$ cat src/rtl/std_mult_seq.sv
// ============================================================================
// Module   : std_mult_seq
// Brief    : Multi-cycle unsigned shift-add multiplier, valid/ready responder.
//            Optional macro STD_MULT_SEQ_EARLY_EXIT_EN ends BUSY once the
//            multiplier has no set bits left.
// Revision : 1.0 - initial release
// ============================================================================
`default_nettype none

module std_mult_seq #(
    parameter int WIDTH = 32
) (
    input  logic             clk,
    input  logic             reset,
    input  logic             valid,
    input  logic [WIDTH-1:0] left,
    input  logic [WIDTH-1:0] right,
    output logic [WIDTH-1:0] out,
    output logic             ready
);

    localparam int                 c_CNT_W    = $clog2(WIDTH) + 1;
    localparam logic [c_CNT_W-1:0] c_LAST_CNT = c_CNT_W'(WIDTH - 1);
    localparam logic [c_CNT_W-1:0] c_CNT_ONE  = c_CNT_W'(1);

    typedef enum logic [1:0] {
        S_IDLE  = 2'd0,
        S_BUSY  = 2'd1,
        S_DONE  = 2'd2,
        S_DRAIN = 2'd3
    } state_t;

    state_t             r_state;
    state_t             w_state_next;
    logic [WIDTH-1:0]   r_a;
    logic [WIDTH-1:0]   r_b;
    logic [WIDTH-1:0]   r_acc;
    logic [WIDTH-1:0]   r_out;
    logic [c_CNT_W-1:0] r_cnt;
    logic               r_ready;

    logic [WIDTH-1:0]   w_acc_step;
    logic [WIDTH-1:0]   w_b_shift;
    logic               w_last_cnt;
    logic               w_busy_end;

    assign w_acc_step = r_b[0] ? (r_acc + r_a) : r_acc;
    assign w_b_shift  = r_b >> 1;
    assign w_last_cnt = (r_cnt == c_LAST_CNT);

`ifdef STD_MULT_SEQ_EARLY_EXIT_EN
    // No remaining multiplier bits means later steps cannot change acc.
    assign w_busy_end = w_last_cnt || (w_b_shift == '0);
`else
    assign w_busy_end = w_last_cnt;
`endif

    always_ff @(posedge clk) begin
        if (reset) begin
            r_state <= S_IDLE;
        end else begin
            r_state <= w_state_next;
        end
    end

    always_comb begin
        w_state_next = r_state;
        case (r_state)
            S_IDLE:  if (valid) w_state_next = S_BUSY;
            S_BUSY:  if (w_busy_end) w_state_next = S_DONE;
            // A valid still held from the finished request must not restart.
            S_DONE:  w_state_next = valid ? S_DRAIN : S_IDLE;
            S_DRAIN: if (!valid) w_state_next = S_IDLE;
            default: w_state_next = S_IDLE;
        endcase
    end

    always_ff @(posedge clk) begin
        if (reset) begin
            r_a     <= '0;
            r_b     <= '0;
            r_acc   <= '0;
            r_cnt   <= '0;
            r_out   <= '0;
            r_ready <= 1'b0;
        end else begin
            r_ready <= (w_state_next == S_DONE);
            case (r_state)
                S_IDLE: begin
                    if (valid) begin
                        r_a   <= left;
                        r_b   <= right;
                        r_acc <= '0;
                        r_cnt <= '0;
                    end
                end
                S_BUSY: begin
                    r_acc <= w_acc_step;
                    r_a   <= r_a << 1;
                    r_b   <= w_b_shift;
                    r_cnt <= r_cnt + c_CNT_ONE;
                    if (w_busy_end) begin
                        r_out <= w_acc_step;
                    end
                end
                default: begin
                end
            endcase
        end
    end

    assign out   = r_out;
    assign ready = r_ready;

endmodule

`default_nettype wire

$ cat config.mk
export PLATFORM = sky130hd
export DESIGN_NAME = std_mult_seq
export DESIGN_NICKNAME = d
export VERILOG_FILES = /design/src/rtl/std_mult_seq.sv
export SDC_FILE = /design/constraint.sdc
export NUM_CORES = 1
export LEC_CHECK = 0
export ABC_AREA = 0
export BUFFER_PORTS_ARGS = -buffer_cell sky130_fd_sc_hd__buf_2
export CORE_ASPECT_RATIO = 0.75
export CORE_UTILIZATION = 58
export CTS_CLUSTER_DIAMETER = 80
export DETAILED_ROUTE_END_ITERATION = 16
export PLACE_DENSITY = 0.89
export SETUP_SLACK_MARGIN = 0.15
export SKIP_CTS_REPAIR_TIMING = 1
export SYNTH_ARGS = -nofsm -noshare
export SYNTH_HDL_FRONTEND = slang
export SYNTH_SLANG_ARGS = --single-unit
$ cat constraint.sdc
create_clock -name clk -period 2.7 [get_ports clk]
set_input_delay 0.405 -clock clk [delete_from_list [all_inputs] [get_ports clk]]
set_output_delay 0.405 -clock clk [all_outputs]
set_load 0.005 [all_outputs]
==> results_dict.tcl, run 1 <==
set metrics [dict create \
    drive_gt1_share_pct 18.9 \
    avgSynthCellArea_um2 8.35 \
    io_pins 100 \
    fillerInstances 898 \
    rsz0062_at_grt "yes" \
    hold_viol 0 \
    critPathMaxFanout 6 \
    first_global_vias 6427 \
    cts_sinks 137 \
    synth_seq_cells 137 \
    cts_tree "yes" \
    yosysMostFrequentCell "dfxtp_1" \
    rr_worst_depth 9 \
    p_clk_share_pct 46.6 \
    finClkSkew_ns 0.00712 \
    post-route-util_pct 72.2 \
    status "complete, no violations" \
    setup-tns-final_ns 0 \
    multi_input_area_um2 3980 \
    worstSetupPathType "flip-flop to flip-flop" \
    min_from "left[0]" \
    start_util_pct 60.6 \
    grt_start_max_net_pins 77 \
    swShare_pct 25.0 \
    arrival_ns 2.93 \
    r2r_end "out[27]" \
    synthFlopType "dfxtp_1" \
    post_drt_wl_per_cell_um 18.4 \
    seqCellArea_um2 2750 \
    cellInternalPower_mw 4.05 \
    first_pass_iters 8 \
    dieWidth_um 130 \
    r2r_setup_slack_ns 0.12 \
    max_stage_delay_ns 0.42 \
    yosysUniqueCellTypes 57 \
    cts_made_buffers 17 \
    grt_overflow 0 \
    clock_latency_ns 0.42 \
    clockBufferDepth 2 \
    yosys-top-cells-count "dfxtp_1 (137), inv_1 (71), nand2_1 (64), nor2_1 (64)" \
    seqPwrFrac_pct 40.9 \
    die_area_um2 12800 \
    peakVddDrop_mv 0.441 \
    worstHoldEndpoint "r_a[0]" \
    finalWirelength_um 20300 \
    drc 0 \
    critical_path.cell_chain "ha_1 -> nand2_1 -> o21ai_1 -> nor3_2 -> nor2_1 -> a41oi_2 -> xnor2_1 -> mux2i_1 -> o21ai_1" \
    power_density_nw_per_um2 635 \
    fmax_mhz 387 \
    ant_nets 0 \
    drt_iter0_markers 860 \
    cp_num_buf_inv 0 \
    coreArea_um2 11800 \
    path_common_cell "o21ai_1" \
    antenna_found_initial 0 \
    period_needed_ns 2.58 \
    clockRootBuffer "clkbuf_16" \
    crit_family "compound AO/OA/AOI/OAI gates" \
    cap_violations 0 \
    async_flop_share_pct 0 \
    vias 7091 \
    hold_path_class "primary input to flip-flop" \
    die_height_um 98.1 \
    slew_headroom_pct 21.2 \
    final-setup-viol-count 0 \
    worst_pin_slew_ns 1.18 \
    min_path_cells 3 \
    p_sw_mw 1.35 \
    rows 34 \
    cp-end-kind "flip-flop" \
    synthCells 856 \
    layout.nets 1033 \
    critPathLaunchType "flip-flop" \
    clk_pin_slew_worst_paths_ns 0.06 \
    syn_area_um2 7140 \
    synth_edf_count 0 \
    viasPerCell 6.42 \
    dp_hpwl_um 12900 \
    antennaDiodeCount 0 \
    syn_to_final_growth_pct 19.1 \
    ys_seq_area_share_pct 38.4 \
    yosysWarnings 0 \
    grt_pass1_wl_um 32300 \
    slowest_stage "ha_1" \
    power.share.combinational_pct 12.5 \
    ys_top_cells_by_area "dfxtp_1 (38%), a221oi_1 (7.4%), ha_1 (5.6%)" \
    leakagePower_nw 3.59 \
    track_usage_pct 32.1 \
    synth_top_area_share_pct 38.4 \
    min_period_over_period_pct 95.6 \
    port_buffers 99 \
    worstReg2RegStart "r_a[18]" \
    crit_required_ns 3.05 \
    globalplace.congestion 0.952 \
    slew_violations 0 \
    cts-htree-levels 4 \
    yosysTopAreaCell "dfxtp_1" \
    synthesis.nets 956 \
]
-- cells by family after synthesis --
kind of cell | Yosys count | synth area share, %
muxes | 26 | 3.66
xor gates and xnor gates | 28 | 3.43
AOI/OAI and AO/OA | 305 | 29.4
buffers and inverters | 134 | 7.11
DFF | 137 | 38.4
and+or+nand+nor | 193 | 12.2
adders and majority gates | 33 | 5.88
-- sequential cells by signal, indices dropped and copies added, names as in the netlist --
name,cells
r_cnt,6
r_a,32
out,32
r_acc,32
ready,1
r_b,32
r_state,2
-- power by group through the flow --
stage	Clock, mW	Combinational (mW)	Sequential [mW]
after floorplan	0	0.482	2.21
after global placement	0	0.628	2.25
after detailed placement	0	0.645	2.25
after CTS	2.53	0.656	2.21
after global routing	2.62	0.738	2.22
final	2.52	0.673	2.21
-- how the worst max path moves through the flow --
| stage | start | to | slack (ns) | cells after the start |
|---|---|---|---|---|
| after detailed placement | r_a[0] | out[28] | 0.1 | 10 |
| final | r_a[18] | out[27] | 0.12 | 9 |
| after global routing | r_acc[0] | r_acc[30] | 0.08 | 10 |
| after global placement | r_a[0] | r_acc[14] | 0.18 | 10 |
| after floorplan | r_a[0] | r_acc[14] | 0.31 | 10 |
| after CTS | r_a[0] | out[28] | 0.1 | 10 |
-- layout make-up --
type / instances / share of cell area, %
Sequential cell: 137 / 32.3
Clock inverter: 6 / 1.62
Inverter: 74 / 3.26
Clock buffer: 23 / 5.85
Tap cell: 162 / 2.38
Multi-Input combinational cell: 585 / 46.8
Timing Repair Buffer: 118 / 7.79
-- worst min-delay path, cell delays in order --
cell,delay [ns]
buf_2,0.08
a22oi_1,0.05
nor2_1,0.09
-- cell usage in the layout (no fill, tap or decap), types with 6 or more instances in the layout --
cell type / synthesis / final
a21o_1: 11 / 11
a21oi_1: 50 / 46
a221oi_1: 60 / 60
a22o_1: 13 / 13
a22oi_1: 17 / 17
a32oi_1: 6 / 6
buf_2: 4 / 99
buf_4: 0 / 17
clkbuf_16: 0 / 17
dfxtp_1: 137 / 133
ha_1: 32 / 31
inv_1: 71 / 71
mux2i_1: 25 / 25
nand2_1: 64 / 63
nand3_1: 16 / 15
nand4_1: 7 / 7
nor2_1: 64 / 63
nor3_1: 12 / 11
o21ai_0: 15 / 15
o21ai_1: 38 / 36
o22ai_1: 60 / 60
xnor2_1: 18 / 18
xor2_1: 10 / 10
-- routing by layer --
metal,up-vias,global-route usage [%],share of wire [%]
li1,3320,-,-
met1,3342,44.9,44
met2,388,50.1,45
met3,41,6.85,9.2
met4,0,8.14,1.7
met5,-,0,0
-- per-stage QoR --
step                setup WS [ns]  power, mW  instance area (um2)  instances  hold WS [ns]
global placement            0.184       2.87                 7770       1073         0.433
finish                      0.118       5.40                 8510       1105         0.259
global route               0.0822       5.58                 8510       1105         0.273
detailed placement         0.0987       2.89                 7770       1073         0.438
floorplan                   0.313       2.70                 7140        856         0.431
CTS                        0.0955       5.39                 8410       1102         0.237
Note: power is estimated with default switching activity, not from simulation.
==> run 2, diff against run 1 <==
--- a/config.mk
+++ b/config.mk
@@ -5,10 +5,10 @@
 export SDC_FILE = /design/constraint.sdc
 export NUM_CORES = 1
 export LEC_CHECK = 0
-export ABC_AREA = 0
+export ABC_AREA = 1
 export BUFFER_PORTS_ARGS = -buffer_cell sky130_fd_sc_hd__buf_2
 export CORE_ASPECT_RATIO = 0.75
-export CORE_UTILIZATION = 58
+export CORE_UTILIZATION = 59
 export CTS_CLUSTER_DIAMETER = 80
 export DETAILED_ROUTE_END_ITERATION = 16
 export PLACE_DENSITY = 0.89
==> run 2 against run 1 <==
Compared with the run above: worst hold slack worse by 0.017 ns; register-to-register slack better by 0.47 ns; first-iteration DRC count down 21%; area after synthesis increased by 12%; design area is 8.4% higher; critical path type unchanged.
==> results_dict.tcl, run 2 <==
set metrics [dict create \
    layout_commonest_cell "nand2_1" \
    wl_met1_um 10300 \
    grt_pass1_wl_um 34800 \
    die_area_um2 14100 \
    dr_wl_met3_um 1410 \
    clock_latency_ns 0.43 \
    synthCells 1254 \
    layout.nets 1430 \
    hold_viol 0 \
    cts_made_buffers 17 \
    slowest_stage "fa_1" \
    yosys-top-cells-count "nand2_1 (502), inv_1 (168), dfxtp_1 (137)" \
    path_depth 11 \
    ant_nets 0 \
    min_period_over_period_pct 78.2 \
    cp_num_buf_inv 0 \
    synthFlopType "dfxtp_1" \
    antennaDiodeCount 0 \
    start_util_pct 61.1 \
    worstSetupEndpoint "r_acc[8]" \
    die_height_um 103 \
    vias 8012 \
    critPathLaunchType "flip-flop" \
    hold_path_class "primary input to flip-flop" \
    rr_worst_depth 11 \
    synth_edf_count 0 \
    rows 36 \
    first_pass_iters 6 \
    met2WireLength_um 9200 \
    worstReg2RegStart "r_a[0]" \
    setup-tns-final_ns 0 \
    crit_required_ns 3.05 \
    yosysWarnings 0 \
    slew_violations 0 \
    top_layer_used "met4" \
    synth_seq_cells 137 \
    cts-htree-levels 4 \
    placed_cells 1482 \
    ys_top_cells_by_area "dfxtp_1 (34%), nand2_1 (23%), inv_1 (7.8%)" \
    track_usage_pct 31.7 \
    cts_tree "yes" \
    slew_headroom_pct 22.6 \
    crit_family "adder cells" \
    startpoint "r_a[0]" \
    multi_input_area_um2 4440 \
    clk_pin_slew_worst_paths_ns 0.07 \
    synthesis.nets 1354 \
    period_needed_ns 2.11 \
    fmax_mhz 473 \
    cts_sinks 137 \
    drc 0 \
    clockRootBuffer "clkbuf_16" \
    max_stage_delay_ns 0.45 \
    final_cell_mix "nand2_1 (502), inv_1 (167), dfxtp_1 (136)" \
    fillerInstances 1124 \
    dp_hpwl_um 15000 \
    drt_iter0_markers 679 \
    avgSynthCellArea_um2 6.41 \
    io_pins 100 \
    worst_pin_slew_ns 1.16 \
    r2r_setup_slack_ns 0.59 \
    first_global_vias 7154 \
    instances_no_fill 1514 \
    dieWidth_um 137 \
    synth_top_area_share_pct 34.1 \
    grt_overflow 0 \
    async_flop_share_pct 0 \
    power_density_nw_per_um2 559 \
    leakagePower_nw 4.85 \
    arrival_ns 2.46 \
    p_total_mw 5.16 \
    cap_violations 0 \
    yosysUniqueCellTypes 40 \
    finalWirelength_um 21300 \
    ys_seq_area_share_pct 34.1 \
    cp-end-kind "flip-flop" \
    worstSetupPathType "flip-flop to flip-flop" \
    critPathMaxFanout 4 \
    yosysMostFrequentCell "nand2_1" \
    placed_cell_area_um2 8630 \
    grt_start_max_net_pins 93 \
    port_buffers 99 \
    status "complete, no violations" \
    critical_path.cell_chain "ha_1 -> fa_1 -> nand3_1 -> nand3_2 -> nand2_1 -> nand2_2 -> xnor2_1 -> nand2_1 -> o21ai_1 -> or2_0 -> a21oi_1" \
    final_cell_area_um2 9230 \
    syn_to_final_growth_pct 14.8 \
    viasPerCell 5.29 \
    antenna_found_initial 0 \
    syn_area_um2 8030 \
    finClkSkew_ns 0.0189 \
    peakVddDrop_mv 0.554 \
    globalplace.congestion 0.991 \
    final-setup-viol-count 0 \
    yosysTopAreaCell "dfxtp_1" \
    coreArea_um2 13200 \
    drive_gt1_share_pct 14.5 \
    post_drt_wl_per_cell_um 14.1 \
    rsz0062_at_grt "no" \
    path_common_cell "nand2_1" \
    r2r_end "r_acc[8]" \
    clockBufferDepth 2 \
    seqCellArea_um2 2740 \
]
-- run 2: logic make-up (layout without fill, tap and decap cells) --
kind of cell	Yosys count	after routing	synth area share, %
xor+xnor	15	15	1.64
compound gates	160	160	12.4
buf+inv	221	310	10.7
mux	2	2	0.280
simple gates	686	686	35.6
flops	137	137	34.1
fa+ha+maj	33	33	5.23
-- run 2: layout make-up --
class,count,area share (%)
clock buffers,17,4.61
clock inverters,15,1.86
inverters,169,6.88
multi-input cells,896,48.1
flip-flops and latches,137,29.7
well taps,171,2.32
repair buffers,109,6.46
-- run 2: worst min-delay path by stage --
stage               startpoint       to  slack (ns)  cells after the start
floorplan              r_b[31]  r_b[31]        0.44                      2
global placement       out[12]  out[12]        0.43                      2
detailed placement     out[22]  out[22]        0.44                      2
CTS                  right[14]  r_b[14]        0.24                      5
global route         right[28]  r_b[28]        0.25                      3
finish               right[13]  r_b[13]        0.24                      5
-- run 2: routing by layer --
metal	up-vias	global-route usage, %
met4	0	10.5
li1	4117	-
met3	35	6.15
met5	-	0
met1	3593	43.8
met2	267	49.5
-- run 2: worst min-delay path: cells and delay by family --
kind	cells	cell delay, ns
buf+inv	2	0.11
simple gates	3	0.13
-- run 2: metrics by stage --
stage                     setup WS, ns  utilization (%)  hold slack [ns]
after global placement           0.692             65.6            0.434
final                            0.588             70.1            0.242
after global routing             0.383             70.1            0.254
after CTS                        0.606             70.1            0.241
after floorplan                  0.848                -            0.440
after detailed placement         0.633             65.6            0.437
-- run 2: where the power goes --
| group | leakage (nW) | internal [mW] | switching (mW) | total [mW] |
|---|---|---|---|---|
| Combinational | 3.44 | 0.228 | 0.380 | 0.609 |
| Sequential | 1.12 | 2.10 | 0.0763 | 2.18 |
| Clock | 0.292 | 1.32 | 1.05 | 2.38 |
